`config.mk`:
```
export PLATFORM = sky130hd
export DESIGN_NAME = irq_ack_seq
export DESIGN_NICKNAME = d
export VERILOG_FILES = /design/src/rtl/irq_pkg.sv /design/src/rtl/irq_ack_timer.sv /design/src/rtl/irq_ack_seq.sv
export SDC_FILE = /design/constraint.sdc
export NUM_CORES = 1
export LEC_CHECK = 0
export ABC_AREA = 1
export CAP_MARGIN = 20
export CORE_MARGIN = 3
export CORE_UTILIZATION = 35
export DETAILED_ROUTE_END_ITERATION = 6
export HOLD_SLACK_MARGIN = 0.05
export PLACE_DENSITY_LB_ADDON = 0.15
export SLEW_MARGIN = 20
export SYNTH_ARGS = -nofsm -noshare
export SYNTH_HDL_FRONTEND = slang
export SYNTH_HIERARCHICAL = 1
export SYNTH_SLANG_ARGS = --single-unit
```
`constraint.sdc`:
```
create_clock -name clk -period 2.6 [get_ports clk]
set_clock_uncertainty 0.05 [all_clocks]
set_input_delay 0.26 -clock clk [delete_from_list [all_inputs] [get_ports clk]]
set_output_delay 0.26 -clock clk [all_outputs]
set_load 0.02 [all_outputs]
```
`src/rtl/irq_pkg.sv`:
```
// Shared types and constants for the interrupt-acknowledge sequencer.
package irq_pkg;

  typedef enum logic [1:0] {
    IDLE   = 2'd0,
    SETUP  = 2'd1,
    STROBE = 2'd2,
    DONE   = 2'd3
  } state_t;

  localparam logic [7:0] IRQ_DEFAULT_VECTOR = 8'hFF;

endpackage

```
`src/rtl/irq_ack_timer.sv`:
```
// Loadable down-counter; expired is high whenever the count sits at zero.
module irq_ack_timer #(
  parameter int W = 8
) (
  input  logic         clk,
  input  logic         rst,
  input  logic         load,
  input  logic [W-1:0] load_val,
  output logic         expired
);

  logic [W-1:0] cnt;

  always_ff @(posedge clk or posedge rst) begin
    if (rst)
      cnt <= '0;
    else if (load)
      cnt <= load_val;
    else if (cnt != '0)
      cnt <= cnt - 1'b1;
  end

  assign expired = (cnt == '0);

endmodule

```
`src/rtl/irq_ack_seq.sv`:
```
// Interrupt-acknowledge sequencer: timed per-slot INT_ACK strobe and vector capture.
// Optional error counter enabled by defining IRQ_ACK_ERRCNT_EN.
module irq_ack_seq
  import irq_pkg::*;
#(
  parameter int         NUM_IRQ_SLOTS   = 4,
  parameter int         ACK_SETUP_CYC   = 2,
  parameter int         ACK_TIMEOUT_CYC = 16,
  parameter logic [7:0] DEFAULT_VECTOR  = IRQ_DEFAULT_VECTOR
) (
  input  logic                            clk,
  input  logic                            rst,
  input  logic                            ack_cycle,
  input  logic                            ack_chan,
  input  logic [2:0]                      ack_slot,
  input  logic                            ack_slot_valid,
  input  logic [NUM_IRQ_SLOTS-1:0]        slot_vec_valid,
  input  logic [7:0]                      slot_vec_data,
  output logic [NUM_IRQ_SLOTS-1:0][1:0]   slot_int_ack_n,
  output logic                            cpu_wait_n,
  output logic [7:0]                      vec_out,
  output logic                            vec_valid,
  output logic                            ack_err,
  output logic [7:0]                      err_count
);

  // Counter loads are N-1 because the expire flag is seen in the Nth cycle.
  localparam logic [7:0] SETUP_LOAD = 8'(ACK_SETUP_CYC - 1);
  localparam logic [7:0] TMO_LOAD   = 8'(ACK_TIMEOUT_CYC - 1);

  state_t     state, state_nxt;
  logic       ack_prev;
  logic [2:0] slot_q;
  logic       chan_q;
  logic       rise;
  logic [7:0] vv_pad;
  logic       capture;
  logic       tmr_load;
  logic [7:0] tmr_val;
  logic       expired;
  logic       done_cap, done_err;

  logic [7:0][1:0]                    strb_full;
  logic [NUM_IRQ_SLOTS-1:0][1:0]      strb_nxt;
  logic                               wait_n_nxt;
  logic [7:0]                         vec_nxt;
  logic                               vec_valid_nxt;
  logic                               ack_err_nxt;

  assign rise    = ack_cycle & ~ack_prev;
  assign vv_pad  = 8'(slot_vec_valid);
  assign capture = (state == STROBE) && vv_pad[slot_q];

  irq_ack_timer #(.W(8)) u_timer (
    .clk      (clk),
    .rst      (rst),
    .load     (tmr_load),
    .load_val (tmr_val),
    .expired  (expired)
  );

  always_ff @(posedge clk or posedge rst) begin
    if (rst) begin
      state    <= IDLE;
      ack_prev <= 1'b0;
      slot_q   <= '0;
      chan_q   <= 1'b0;
    end else begin
      state    <= state_nxt;
      ack_prev <= ack_cycle;
      if (state == IDLE && rise) begin
        slot_q <= ack_slot;
        chan_q <= ack_chan;
      end
    end
  end

  // Abort takes priority over capture; capture takes priority over timeout.
  always_comb begin
    state_nxt = state;
    tmr_load  = 1'b0;
    tmr_val   = SETUP_LOAD;
    done_cap  = 1'b0;
    done_err  = 1'b0;
    case (state)
      IDLE: begin
        if (rise) begin
          if (ack_slot_valid) begin
            state_nxt = SETUP;
            tmr_load  = 1'b1;
          end else begin
            state_nxt = DONE;
            done_err  = 1'b1;
          end
        end
      end
      SETUP: begin
        if (!ack_cycle)
          state_nxt = IDLE;
        else if (expired) begin
          state_nxt = STROBE;
          tmr_load  = 1'b1;
          tmr_val   = TMO_LOAD;
        end
      end
      STROBE: begin
        if (!ack_cycle)
          state_nxt = IDLE;
        else if (capture) begin
          state_nxt = DONE;
          done_cap  = 1'b1;
        end else if (expired) begin
          state_nxt = DONE;
          done_err  = 1'b1;
        end
      end
      DONE: begin
        if (!ack_cycle)
          state_nxt = IDLE;
      end
      default: state_nxt = IDLE;
    endcase
  end

  always_comb begin
    wait_n_nxt = !((state_nxt == SETUP) || (state_nxt == STROBE));
    strb_full  = '1;
    if (state_nxt == STROBE)
      strb_full[slot_q][chan_q] = 1'b0;
    strb_nxt = strb_full[NUM_IRQ_SLOTS-1:0];
    vec_nxt  = vec_out;
    if (done_cap)
      vec_nxt = slot_vec_data;
    else if (done_err)
      vec_nxt = DEFAULT_VECTOR;
    vec_valid_nxt = done_cap | done_err;
    ack_err_nxt   = done_err;
  end

  always_ff @(posedge clk or posedge rst) begin
    if (rst) begin
      slot_int_ack_n <= '1;
      cpu_wait_n     <= 1'b1;
      vec_out        <= DEFAULT_VECTOR;
      vec_valid      <= 1'b0;
      ack_err        <= 1'b0;
    end else begin
      slot_int_ack_n <= strb_nxt;
      cpu_wait_n     <= wait_n_nxt;
      vec_out        <= vec_nxt;
      vec_valid      <= vec_valid_nxt;
      ack_err        <= ack_err_nxt;
    end
  end

`ifdef IRQ_ACK_ERRCNT_EN
  always_ff @(posedge clk or posedge rst) begin
    if (rst)
      err_count <= 8'h00;
    else if (ack_err_nxt && err_count != 8'hFF)
      err_count <= err_count + 8'h01;
  end
`else
  assign err_count = 8'h00;
`endif

endmodule

```
Word level (Yosys, flattened, before mapping):

Index checks and enable logic that the tools add are counted.

* $add $sub $neg: 1
* equal/unequal tests: 5
* shift-type cells: 0
* divide/modulo/power cells: 0
* multiply operators: 0
* multiplexer cells: 36
* bitwise gates (word level): 4
* reductions and logical operators: 11
* order comparisons: 4

Operators with widths (count)
* 2-to-1 mux 8 bit: 5
* 2-to-1 mux 2 bit: 9
* 2-to-1 mux 1 bit: 13
* 2-to-1 mux 4 bit: 3
* logical NOT 8 bit: 1
* inverter 8 bit: 1
* case mux 2 bit (4 select lines): 1
* nonzero test 8 bit: 1
* subtractor 8 x 1 -> 8 bit, second input constant: 1
* demux 2 bit (select 3 bit): 1
* equality test 2 bit, second input constant: 3
* equality test 2 x 1 -> 1 bit, second input constant: 2
* logical AND 1 bit: 4
* less-than comparator 3 x 4 -> 1 bit, second input constant: 1
* case mux 1 bit (2 select lines): 2
* nonzero test 2 bit: 2
* binary-select mux 1 bit (select 3 bit): 1
* greater-or-equal comparator 3 x 1 -> 1 bit, second input constant: 1
* logical NOT 2 bit: 1
* less-than comparator 1 x 2 -> 1 bit, second input constant: 1
* AND 1 bit: 1
* demux 1 bit (select 1 bit): 1
* greater-or-equal comparator 1 bit, second input constant: 1
* logical NOT 1 bit: 1
* other kinds (3): 3

* register bits: 34
* bits in read-only memories: 0
* RAM bits: 0
* word-level logic and storage cells: 74
* memories: 0
* bits in latches: 0
* input port bits: 20
* output and inout bits: 27

Longest topological paths before layout:

Gate-level depths: netlist of the first run.

* word-level depth: 9
* depth in mapped cells: 13
* depth with buffers taken out: 13

Hierarchy:

The synthesis of the first run kept the hierarchy.

Modules (own cells, without submodules)
* irq_ack_seq: area an instance 1327.5 um^2, times used 1, seq. area each 671.9 um^2, cells an instance 155
* irq_ack_timer: area an instance 530.5 um^2, times used 1, seq. area each 200.2 um^2, cells an instance 71

Worst setup path before layout of the first run:

OpenSTA, ideal clock, no wires.

* kind: reg-to-reg
* start point: reg u_timer.cnt[0]
* end point: reg u_timer.cnt[1]
* slack: 0.536 ns
* library setup time: 0.117 ns
* stages on the path, launching flop included: 13
* arrival time: 1.897 ns
* clock period less this slack: 2.064 ns
* cells stage by stage: dfrtp_1 inv_1 ha_1 nand2_4 nor2_8 nand2_1 nor2_1 inv_1 o21ai_0 buf_4 o21ai_0 nand2_1 o21ai_2

* cells in the longest elaborated chain, start to end: 5
* elaborated cells between the ends (all ways): 12
* those cells by class: 1 x add/sub; 8 x mux; 3 x reduce/logical

RTL lines
* start, declared: RTL line irq_ack_timer.sv:12 `logic [W-1:0] cnt;`
* start signal, assigned: RTL line irq_ack_timer.sv:18 `cnt <= load_val;`
* start signal, assigned: RTL line irq_ack_timer.sv:20 `cnt <= cnt - 1'b1;`
* logical NOT 8 bit: RTL line irq_ack_timer.sv:23 `assign expired = (cnt == '0);`
* named net expired: RTL line irq_ack_seq.sv:40 `logic expired;`
* 2-to-1 mux 4 bit: RTL line irq_ack_seq.sv:100 `else if (expired) begin`
* 2-to-1 mux 4 bit: RTL line irq_ack_seq.sv:98 `if (!ack_cycle)`
* 2-to-1 mux 4 bit: RTL line irq_ack_seq.sv:85 `case (state)`
* named net tmr_val[1]: RTL line irq_ack_seq.sv:39 `logic [7:0] tmr_val;`
* 2-to-1 mux 8 bit: RTL line irq_ack_timer.sv:17 `else if (load)`

The timed path passes the listed nets, and every way through them passes these cells. The select of a mux whose other input is x is not followed.
A chain may end at the register's enable or synchronous reset.

==> impl_metrics.py, run 1 <==
metrics = {
    "clock_tree": {
        "cts_max_level": 2,
        "cts_buffers": 5,
        "clk_pin_slew_ns": 0.08,
        "clock-sinks": 34,
        "cts_max_path_buffers": 2,
        "post-cts-setup-buffer-count": 0,
        "insertion_delay_ns": 0.29,
        "ctsResizeCount": 0,
        "cts_tree": "yes",
        "cts-root-buf": "clkbuf_8",
        "hold_buffers": 0,
    },
    "grt": {
        "grt_pass1_vias": 1451,
        "overflow": 0,
        "use_met1_pct": 17.6,
        "grt_use_met2_pct": 21.2,
        "grt_pass1_wl_mm": 6.52,
        "grt_max_degree": 27,
        "antenna_found_initial": 0,
        "grt_usage_pct": 13.2,
        "grt_util_met3_pct": 3.29,
        "busiest_layer": "met2",
    },
    "floorplanning": {
        "rows": 25,
        "core_um2": 4910,
        "die_h_um": 78.9,
        "initial_core_util_pct": 37.8,
        "dieArea_um2": 6220,
        "io-pin-count": 47,
        "die_w_um": 78.9,
    },
    "timing": {
        "hold_viol": 0,
        "finalCritPeriodShare_pct": 86.8,
        "maxSlewViolCount": 0,
        "rsz0062_at_grt": "false",
        "finalCriticalPeriod_ns": 2.26,
        "fmax_mhz": 443,
        "hold_ws_ns": 0.205,
        "setup_ws_ns": 0.344,
        "fin_tns_setup_ns": 0,
        "setup_viol": 0,
    },
    "run_status": {
        "status": "complete, no violations",
    },
    "layout": {
        "drive_gt1_share_pct": 18.1,
        "nNetsFinal": 297,
        "fillers": 503,
        "multiInputGateArea_um2": 813,
        "syn2layout_area_growth_pct": 31.6,
        "diodes": 0,
        "fin_area_um2": 2440,
        "regArea_um2": 872,
    },
    "placed_design": {
        "dp_hpwl_mm": 2.89,
        "gp_congestion": 0.798,
        "dp_slack_ns": 0.401,
        "placed_area_um2": 2310,
        "port_buffers": 38,
    },
    "critical_path": {
        "start_kind": "flip-flop",
        "r2r_cells": 12,
        "worst-path-max-fanout": 5,
        "rr_endpoint": "slot_int_ack_n[2]$_DFF_PP1_",
        "startpoint": "u_timer/cnt[0]$_DFFE_PP0P_",
        "critPathArrivalTime_ns": 2.42,
        "cp-end-kind": "flip-flop",
        "crit_path_end": "slot_int_ack_n[2]$_DFF_PP1_",
        "critPathKind": "flip-flop to flip-flop",
        "ff2ff_setup_slack_ns": 0.34,
        "cp.required_ns": 2.76,
        "r2r-start": "u_timer/cnt[0]$_DFFE_PP0P_",
    },
    "route": {
        "drtIter0Drc": 67,
        "vias": 1474,
        "wl_mm": 3.78,
        "ant_nets": 0,
        "first_pass_iters": 4,
        "vias_per_cell": 4.30,
        "wl_per_cell_um": 11.0,
        "drc": 0,
    },
    "synthesis": {
        "synth_cells": 226,
        "postSynthAreaPerCell_um2": 8.22,
        "synth_warnings": 6,
        "netlist_area_um2": 1860,
        "synth_seq_cells": 34,
        "netlist-cell-type-count": 24,
        "seq_area_frac_synth_pct": 46.9,
    },
    "power": {
        "powerDensity_nw_per_um2": 988,
        "p_total_mw": 2.42,
        "max-vdd-ir-drop_uv": 378,
        "power_leakage_nw": 1.20,
    },
    "run": {
        "maxCapViolations": 0,
    },
    "hold_path": {
        "hp-class": "input pin to asynchronous set/reset pin",
    },
}
critical path, cell delays in order (launching register included):
cell	delay [ns]
dfrtp_1	0.38
inv_1	0.11
ha_1	0.29
nand2_4	0.10
nor2_8	0.16
nand2_1	0.09
nor2_1	0.25
inv_1	0.09
nand3_1	0.11
ha_1	0.17
inv_1	0.04
nor2_1	0.22
nand2_1	0.11
power by group:
part | switching [mW] | total (mW) | leakage, nW | internal, mW
combinational | 0.564 | 0.953 | 0.739 | 0.389
sequential | 0.117 | 0.871 | 0.391 | 0.753
clock | 0.207 | 0.591 | 0.0683 | 0.384
total | 0.889 | 2.42 | 1.20 | 1.53
area by class of cell:
type,instances,share of cell area (%)
Inverter,36,5.53
Multi-Input combinational cell,157,33.3
Clock buffer,5,2.81
Timing Repair Buffer,41,16.5
Sequential cell,34,35.7
Tap cell,67,3.43
Clock inverter,3,2.81
synth_stat cells:
cell      instances  area share [%]
buf_4             9             3.6
buf_6             1            0.61
clkinv_1          1            0.20
conb_1            2            0.40
dfrtp_1          17              23
dfstp_2          17              24
ha_1              2             1.3
inv_1            33             6.7
inv_2             2            0.40
nand2_1          69              14
nand2_2           5             1.7
nand2_4           4             2.4
nand3_1          17             4.6
nand3_2           2             1.1
nand3_4           3             2.8
nand4_1           8             2.7
nor2_1           19             3.8
nor2_4            3             1.8
nor2_8            1             1.1
o21ai_0           6             1.6
o21ai_2           2            0.94
or2_1             1            0.34
xnor2_1           1            0.47
xor2_1            1            0.47
logic make-up (layout without fill, tap and decap cells):
kind of cell             Yosys count  after routing  synth area share [%]
adder cells (fa/ha/maj)            2              2                  1.35
buffers and inverters             46             85                  11.5
AO/OA/AOI/OAI                      8              8                  2.56
other                              2             13                 0.404
AND/OR/NAND/NOR                  132            132                  36.3
flip-flops                        34             34                  46.9
XOR/XNOR                           2              2                 0.943
cells in the final DEF, fill, tap and decap left out:
master	instances
buf_4	3
bufinv_16	2
clkbuf_8	5
clkdlybuf4s50_1	38
clkinv_1	1
clkinv_4	1
conb_1	13
dfrtp_1	17
dfstp_2	17
ha_1	2
inv_1	33
inv_2	2
nand2_1	69
nand2_2	5
nand2_4	4
nand3_1	17
nand3_2	2
nand3_4	3
nand4_1	8
nor2_1	19
nor2_4	3
nor2_8	1
o21ai_0	6
o21ai_2	2
or2_1	1
xnor2_1	1
xor2_1	1
metrics by stage:
step / util (%) / cells
after floorplan: - / 237
after global placement: 47.0 / 335
after detailed placement: 47.0 / 335
after CTS: 49.8 / 343
after global routing: 49.8 / 343
final: 49.8 / 343
sequential cells by signal, summed over array words and instances (netlist names):
name,flops
ack_err,1
vec_valid,1
slot_int_ack_n,8
cpu_wait_n,1
slot_q,3
vec_out,8
state,2
u_timer/cnt,8
chan_q,1
ack_prev,1
how the worst min path moves through the flow:
stage               cells after the start                          to  slack (ns)              startpoint
floorplan                               1  u_timer/cnt[0]$_DFFE_PP0P_        0.03                     rst
global route                            2  u_timer/cnt[0]$_DFFE_PP0P_        0.24                     rst
CTS                                     2  u_timer/cnt[2]$_DFFE_PP0P_        0.22                     rst
detailed placement                      2      vec_out[6]$_DFFE_PP1P_        0.42  vec_out[6]$_DFFE_PP1P_
finish                                  2  u_timer/cnt[0]$_DFFE_PP0P_        0.21                     rst
global placement                        2      vec_out[6]$_DFFE_PP1P_        0.42  vec_out[6]$_DFFE_PP1P_
per-layer routing:
metal | routed length [µm] | part of all wire (%)
met2 | 1750 | 46
met4 | 58 | 1.5
met3 | 180 | 4.8
met1 | 1800 | 48
met5 | 0 | 0
Power figures use the tool's default switching activity.
==> run 2: changes to the inputs <==
--- a/config.mk
+++ b/config.mk
@@ -10,8 +10,9 @@
 export CORE_MARGIN = 3
 export CORE_UTILIZATION = 35
 export DETAILED_ROUTE_END_ITERATION = 6
+export DONT_BUFFER_PORTS = 1
 export HOLD_SLACK_MARGIN = 0.05
-export PLACE_DENSITY_LB_ADDON = 0.15
+export PLACE_DENSITY = 0.46
 export SLEW_MARGIN = 20
 export SYNTH_ARGS = -nofsm -noshare
 export SYNTH_HDL_FRONTEND = slang
==> impl_metrics.py, run 2 (synthesized netlist as in run 1, its figures left out) <==
metrics = {
    "run_status": {
        "status": "complete, no violations",
    },
    "critical_path": {
        "cp-end-kind": "flip-flop",
        "r2r-start": "u_timer/cnt[0]$_DFFE_PP0P_",
        "critPathArrivalTime_ns": 2.30,
        "critPathKind": "flip-flop to flip-flop",
        "ff2ff_setup_slack_ns": 0.45,
        "start_kind": "flip-flop",
        "startpoint": "u_timer/cnt[0]$_DFFE_PP0P_",
        "cp.required_ns": 2.75,
        "worst-path-max-fanout": 5,
        "r2r_cells": 12,
        "rr_endpoint": "slot_int_ack_n[2]$_DFF_PP1_",
    },
    "layout": {
        "diodes": 0,
        "drive_gt1_share_pct": 20.2,
        "syn2layout_area_growth_pct": 11.2,
        "nNetsFinal": 265,
        "layout_commonest_cell": "nand2_1",
        "mostFrequentLayoutCells": "nand2_1, inv_1, nor2_1",
        "postLayoutCoreUtil_pct": 42.1,
        "fillers": 536,
        "reg_top3": "slot_int_ack_n x8, u_timer/cnt x8, vec_out x8",
        "layout.cells.non_filler": 310,
    },
    "placed_design": {
        "place_inst": 297,
        "dp_hpwl_mm": 2.86,
        "port_buffers": 0,
        "gp_congestion": 0.758,
    },
    "power": {
        "power.share.clock_pct": 18.2,
        "power_leakage_nw": 1.05,
        "combPwrFrac_pct": 32.7,
        "p_total_mw": 2.03,
        "seqPwrFrac_pct": 49.1,
        "p_int_mw": 1.19,
        "netSwitchingPower_uw": 843,
        "max-vdd-ir-drop_uv": 318,
        "swShare_pct": 41.6,
        "powerDensity_nw_per_um2": 982,
    },
    "grt": {
        "grt_pass1_wl_mm": 6.53,
        "antenna_found_initial": 0,
        "grt_max_degree": 18,
        "grt_usage_pct": 13.7,
        "grt_pass1_vias": 1373,
        "overflow": 0,
    },
    "clock_tree": {
        "clock-sinks": 34,
        "cts_max_level": 2,
        "cts_max_path_buffers": 2,
        "cts-root-buf": "clkbuf_8",
        "insertion_delay_ns": 0.28,
        "cts_buffers": 5,
        "clk_pin_slew_ns": 0.07,
        "cts_tree": "yes",
    },
    "route": {
        "vias": 1356,
        "ant_nets": 0,
        "vias_per_cell": 4.37,
        "drtIter0Drc": 42,
        "drc": 0,
        "wl_mm": 3.80,
        "first_pass_iters": 4,
        "wl_per_cell_um": 12.2,
    },
    "hold_path": {
        "hp-class": "input pin to flip-flop",
        "min_path_cells": 3,
        "hp-start": "ack_cycle",
        "whs_endpoint": "vec_out[6]$_DFFE_PP1P_",
    },
    "timing": {
        "fmax_mhz": 465,
        "hold_viol": 0,
        "hold_ws_ns": 0.102,
        "finalCritPeriodShare_pct": 82.7,
        "worstMarginPinSlew_ns": 0.641,
        "maxSlewViolCount": 0,
        "finalCriticalPeriod_ns": 2.15,
        "setup_viol": 0,
        "rsz0062_at_grt": "false",
        "slew_headroom_pct": 57.2,
        "fin_tns_setup_ns": 0,
    },
    "run": {
        "maxCapViolations": 0,
    },
    "floorplanning": {
        "dieArea_um2": 6220,
        "initial_core_util_pct": 37.8,
        "core_um2": 4910,
        "die_w_um": 78.9,
        "io-pin-count": 47,
        "rows": 25,
        "die_h_um": 78.9,
    },
}
[run 2: repair_timing]
item                                   CTS  global route
hold buffers                             6             0
buffers inserted                         0             0
endpoints found under the hold margin   22             0
gates resized for setup                  0             0
[run 2: final cells by class]
type | instances | area, µm² | area share, %
Sequential cell | 34 | 872 | 42.2
Multi-Input combinational cell | 157 | 813 | 39.4
Inverter | 36 | 135 | 6.54
Tap cell | 67 | 83.8 | 4.06
Timing Repair Buffer | 9 | 82.6 | 4.00
Clock buffer | 5 | 68.8 | 3.33
Clock inverter | 2 | 10.0 | 0.485
[run 2: routing by layer]
metal  wire length (µm)  track usage (%)  vias to the layer above
met1               1730             16.9                      622
met5                  0                0                        -
met3                235             5.33                        2
li1                   -                -                      702
met2               1800             22.1                       30
met4                 34             4.64                        0
[run 2: critical path, stage by stage, from the launching register on]
cell and delay, ns:
dfrtp_1 0.37, inv_1 0.10, ha_1 0.27, nand2_4 0.10
nor2_8 0.16, nand2_1 0.08, nor2_1 0.22, inv_1 0.08
nand3_1 0.11, ha_1 0.17, inv_1 0.04, nor2_1 0.22
nand2_1 0.10
[run 2: worst max path at each step]
stage	endpoint
floorplan	u_timer/cnt[1]$_DFFE_PP0P_
global route	slot_int_ack_n[2]$_DFF_PP1_
finish	slot_int_ack_n[2]$_DFF_PP1_
CTS	slot_int_ack_n[2]$_DFF_PP1_
global placement	slot_int_ack_n[0]$_DFF_PP1_
detailed placement	slot_int_ack_n[2]$_DFF_PP1_
[run 2: metrics by stage]
stage	setup WS, ns	area (µm²)
2_1_floorplan	0.536	1900
3_3_place_gp	0.474	1930
3_5_place_dp	0.431	1930
4_1_cts	0.431	2070
5_1_grt	0.176	2070
6_report	0.451	2070
[run 2: power by group through the flow]
stage / Combinational [mW] / Clock [mW] / Sequential, mW
6_report: 0.664 / 0.369 / 0.996
4_1_cts: 0.682 / 0.388 / 1.00
3_5_place_dp: 0.673 / 0 / 1.01
3_3_place_gp: 0.667 / 0 / 1.01
5_1_grt: 0.779 / 0.404 / 1.03
2_1_floorplan: 0.573 / 0 / 0.969
==> run 3: changes to the inputs <==
==> constraint.sdc (replaced) <==
create_clock -name clk -period 2.24 [get_ports clk]
set_clock_uncertainty 0.05 [all_clocks]
set_input_delay 0.224 -clock clk [delete_from_list [all_inputs] [get_ports clk]]
set_output_delay 0.224 -clock clk [all_outputs]
set_load 0.02 [all_outputs]
==> impl_metrics.py, run 3 (synthesized netlist as in run 1, its figures left out) <==
metrics = {
    "run_status": {
        "status": "complete, no violations",
    },
    "layout": {
        "syn2layout_area_growth_pct": 12.5,
        "diodes": 0,
        "fillers": 512,
        "drive_gt1_share_pct": 21.2,
        "reg_top3": "slot_int_ack_n x8, u_timer/cnt x8, vec_out x8",
        "mostFrequentLayoutCells": "nand2_1, inv_1, nor2_1",
        "nNetsFinal": 266,
        "layout_commonest_cell": "nand2_1",
        "postLayoutCoreUtil_pct": 42.6,
    },
    "hold_path": {
        "min_path_cells": 2,
        "hp-class": "input pin to flip-flop",
    },
    "floorplanning": {
        "die_w_um": 78.9,
        "dieArea_um2": 6220,
        "die_h_um": 78.9,
        "io-pin-count": 47,
        "rows": 25,
        "initial_core_util_pct": 37.8,
        "core_um2": 4910,
    },
    "placed_design": {
        "port_buffers": 0,
        "dp_hpwl_mm": 2.78,
        "gp_congestion": 0.741,
        "dp_slack_ns": 0.138,
    },
    "timing": {
        "finalCritPeriodShare_pct": 90.8,
        "rsz0062_at_grt": "false",
        "fin_tns_setup_ns": 0,
        "setup_viol": 0,
        "finalCriticalPeriod_ns": 2.03,
        "hold_viol": 0,
        "hold_ws_ns": 0.0734,
        "fmax_mhz": 492,
        "setup_ws_ns": 0.205,
        "maxSlewViolCount": 0,
    },
    "critical_path": {
        "cp-end-kind": "flip-flop",
        "critPathArrivalTime_ns": 2.19,
        "r2r_cells": 13,
        "cp.required_ns": 2.39,
        "worst-path-max-fanout": 12,
        "start_kind": "flip-flop",
        "critPathKind": "flip-flop to flip-flop",
    },
    "clock_tree": {
        "cts-root-buf": "clkbuf_8",
        "insertion_delay_ns": 0.27,
        "clock-sinks": 34,
        "cts_tree": "yes",
        "clk_pin_slew_ns": 0.07,
        "post-cts-setup-buffer-count": 0,
        "cts_max_level": 2,
        "cts_max_path_buffers": 2,
        "cts_buffers": 5,
    },
    "route": {
        "wl_mm": 3.74,
        "vias_per_cell": 4.38,
        "first_pass_iters": 4,
        "ant_nets": 0,
        "wl_per_cell_um": 12.0,
        "drtIter0Drc": 44,
        "drc": 0,
        "vias": 1368,
    },
    "grt": {
        "grt_pass1_wl_mm": 6.71,
        "grt_pass1_vias": 1416,
        "antenna_found_initial": 0,
        "grt_max_degree": 27,
        "grt_usage_pct": 13.7,
        "overflow": 0,
    },
    "power": {
        "powerDensity_nw_per_um2": 1150,
        "max-vdd-ir-drop_uv": 382,
        "power_leakage_nw": 1.06,
    },
    "run": {
        "maxCapViolations": 0,
    },
}
==> run 3: cell types whose count changed in the layout (fill, tap and decap cells not counted), sizes merged <==
cell	before	now
clkinv	3	2
clkbuf	5	7
buf	3	4
==> run 3: report_power, final <==
part	switching, mW	leakage [nW]	internal [mW]	total [mW]
Sequential	0.275	0.391	0.885	1.16
Clock	0.210	0.0482	0.248	0.458
Combinational	0.498	0.616	0.289	0.787
Total	0.983	1.06	1.42	2.40
==> run 3: worst paths after layout <==
path | startpoint | end | slack [ns]
max in group asynchronous | rst | slot_int_ack_n[0]$_DFF_PP1_ | 1.42
hold reg to reg | slot_q[2]$_DFFE_PP0P_ | slot_q[2]$_DFFE_PP0P_ | 0.46
hold / removal | ack_cycle | state[0]$_DFF_PP0_ | 0.07
setup reg to reg | u_timer/cnt[0]$_DFFE_PP0P_ | u_timer/cnt[0]$_DFFE_PP0P_ | 0.21
setup / recovery | u_timer/cnt[0]$_DFFE_PP0P_ | u_timer/cnt[0]$_DFFE_PP0P_ | 0.21
min in group asynchronous | rst | u_timer/cnt[5]$_DFFE_PP0P_ | 0.32
==> run 3: timing repair <==
action,4_1_cts,5_1_grt
endpoints found under the hold margin,22,0
hold buffers,6,0
resized for setup,0,2
endpoints found under the setup margin,0,7
==> run 3: worst max-delay path, stage by stage, from the launching register on <==
cell and delay [ns]:
dfrtp_1 0.37, inv_1 0.11, ha_2 0.26, nand2_4 0.09
nor2_8 0.16, nand2_1 0.09, nor2_1 0.14, inv_1 0.06
o21ai_0 0.07, buf_4 0.22, inv_1 0.10, nand2_4 0.10
nand2_1 0.07, o21ai_2 0.06
==> run 3: final cells by class <==
cell class / count / area [µm²] / area share (%)
Multi-Input combinational cell: 157 / 818 / 39.1
Sequential cell: 34 / 872 / 41.7
Clock inverter: 1 / 5.00 / 0.239
Inverter: 36 / 135 / 6.46
Timing Repair Buffer: 10 / 90.1 / 4.31
Tap cell: 67 / 83.8 / 4.01
Clock buffer: 7 / 86.3 / 4.13
==> run 3: routing by layer <==
metal / global-route usage, % / up-vias / wire (µm)
met1: 18.1 / 626 / 1770
met3: 4.42 / 5 / 195
li1: - / 706 / -
met5: 0 / - / 0
met2: 22.0 / 31 / 1750
met4: 3.09 / 0 / 30
==> run 3: stage by stage <==
stage	area [µm²]	power, mW	instances
after global placement	1930	1.95	298
after CTS	2090	2.43	312
after floorplan	1900	1.79	237
after detailed placement	1930	1.95	298
after global routing	2090	2.61	312
final	2090	2.40	312
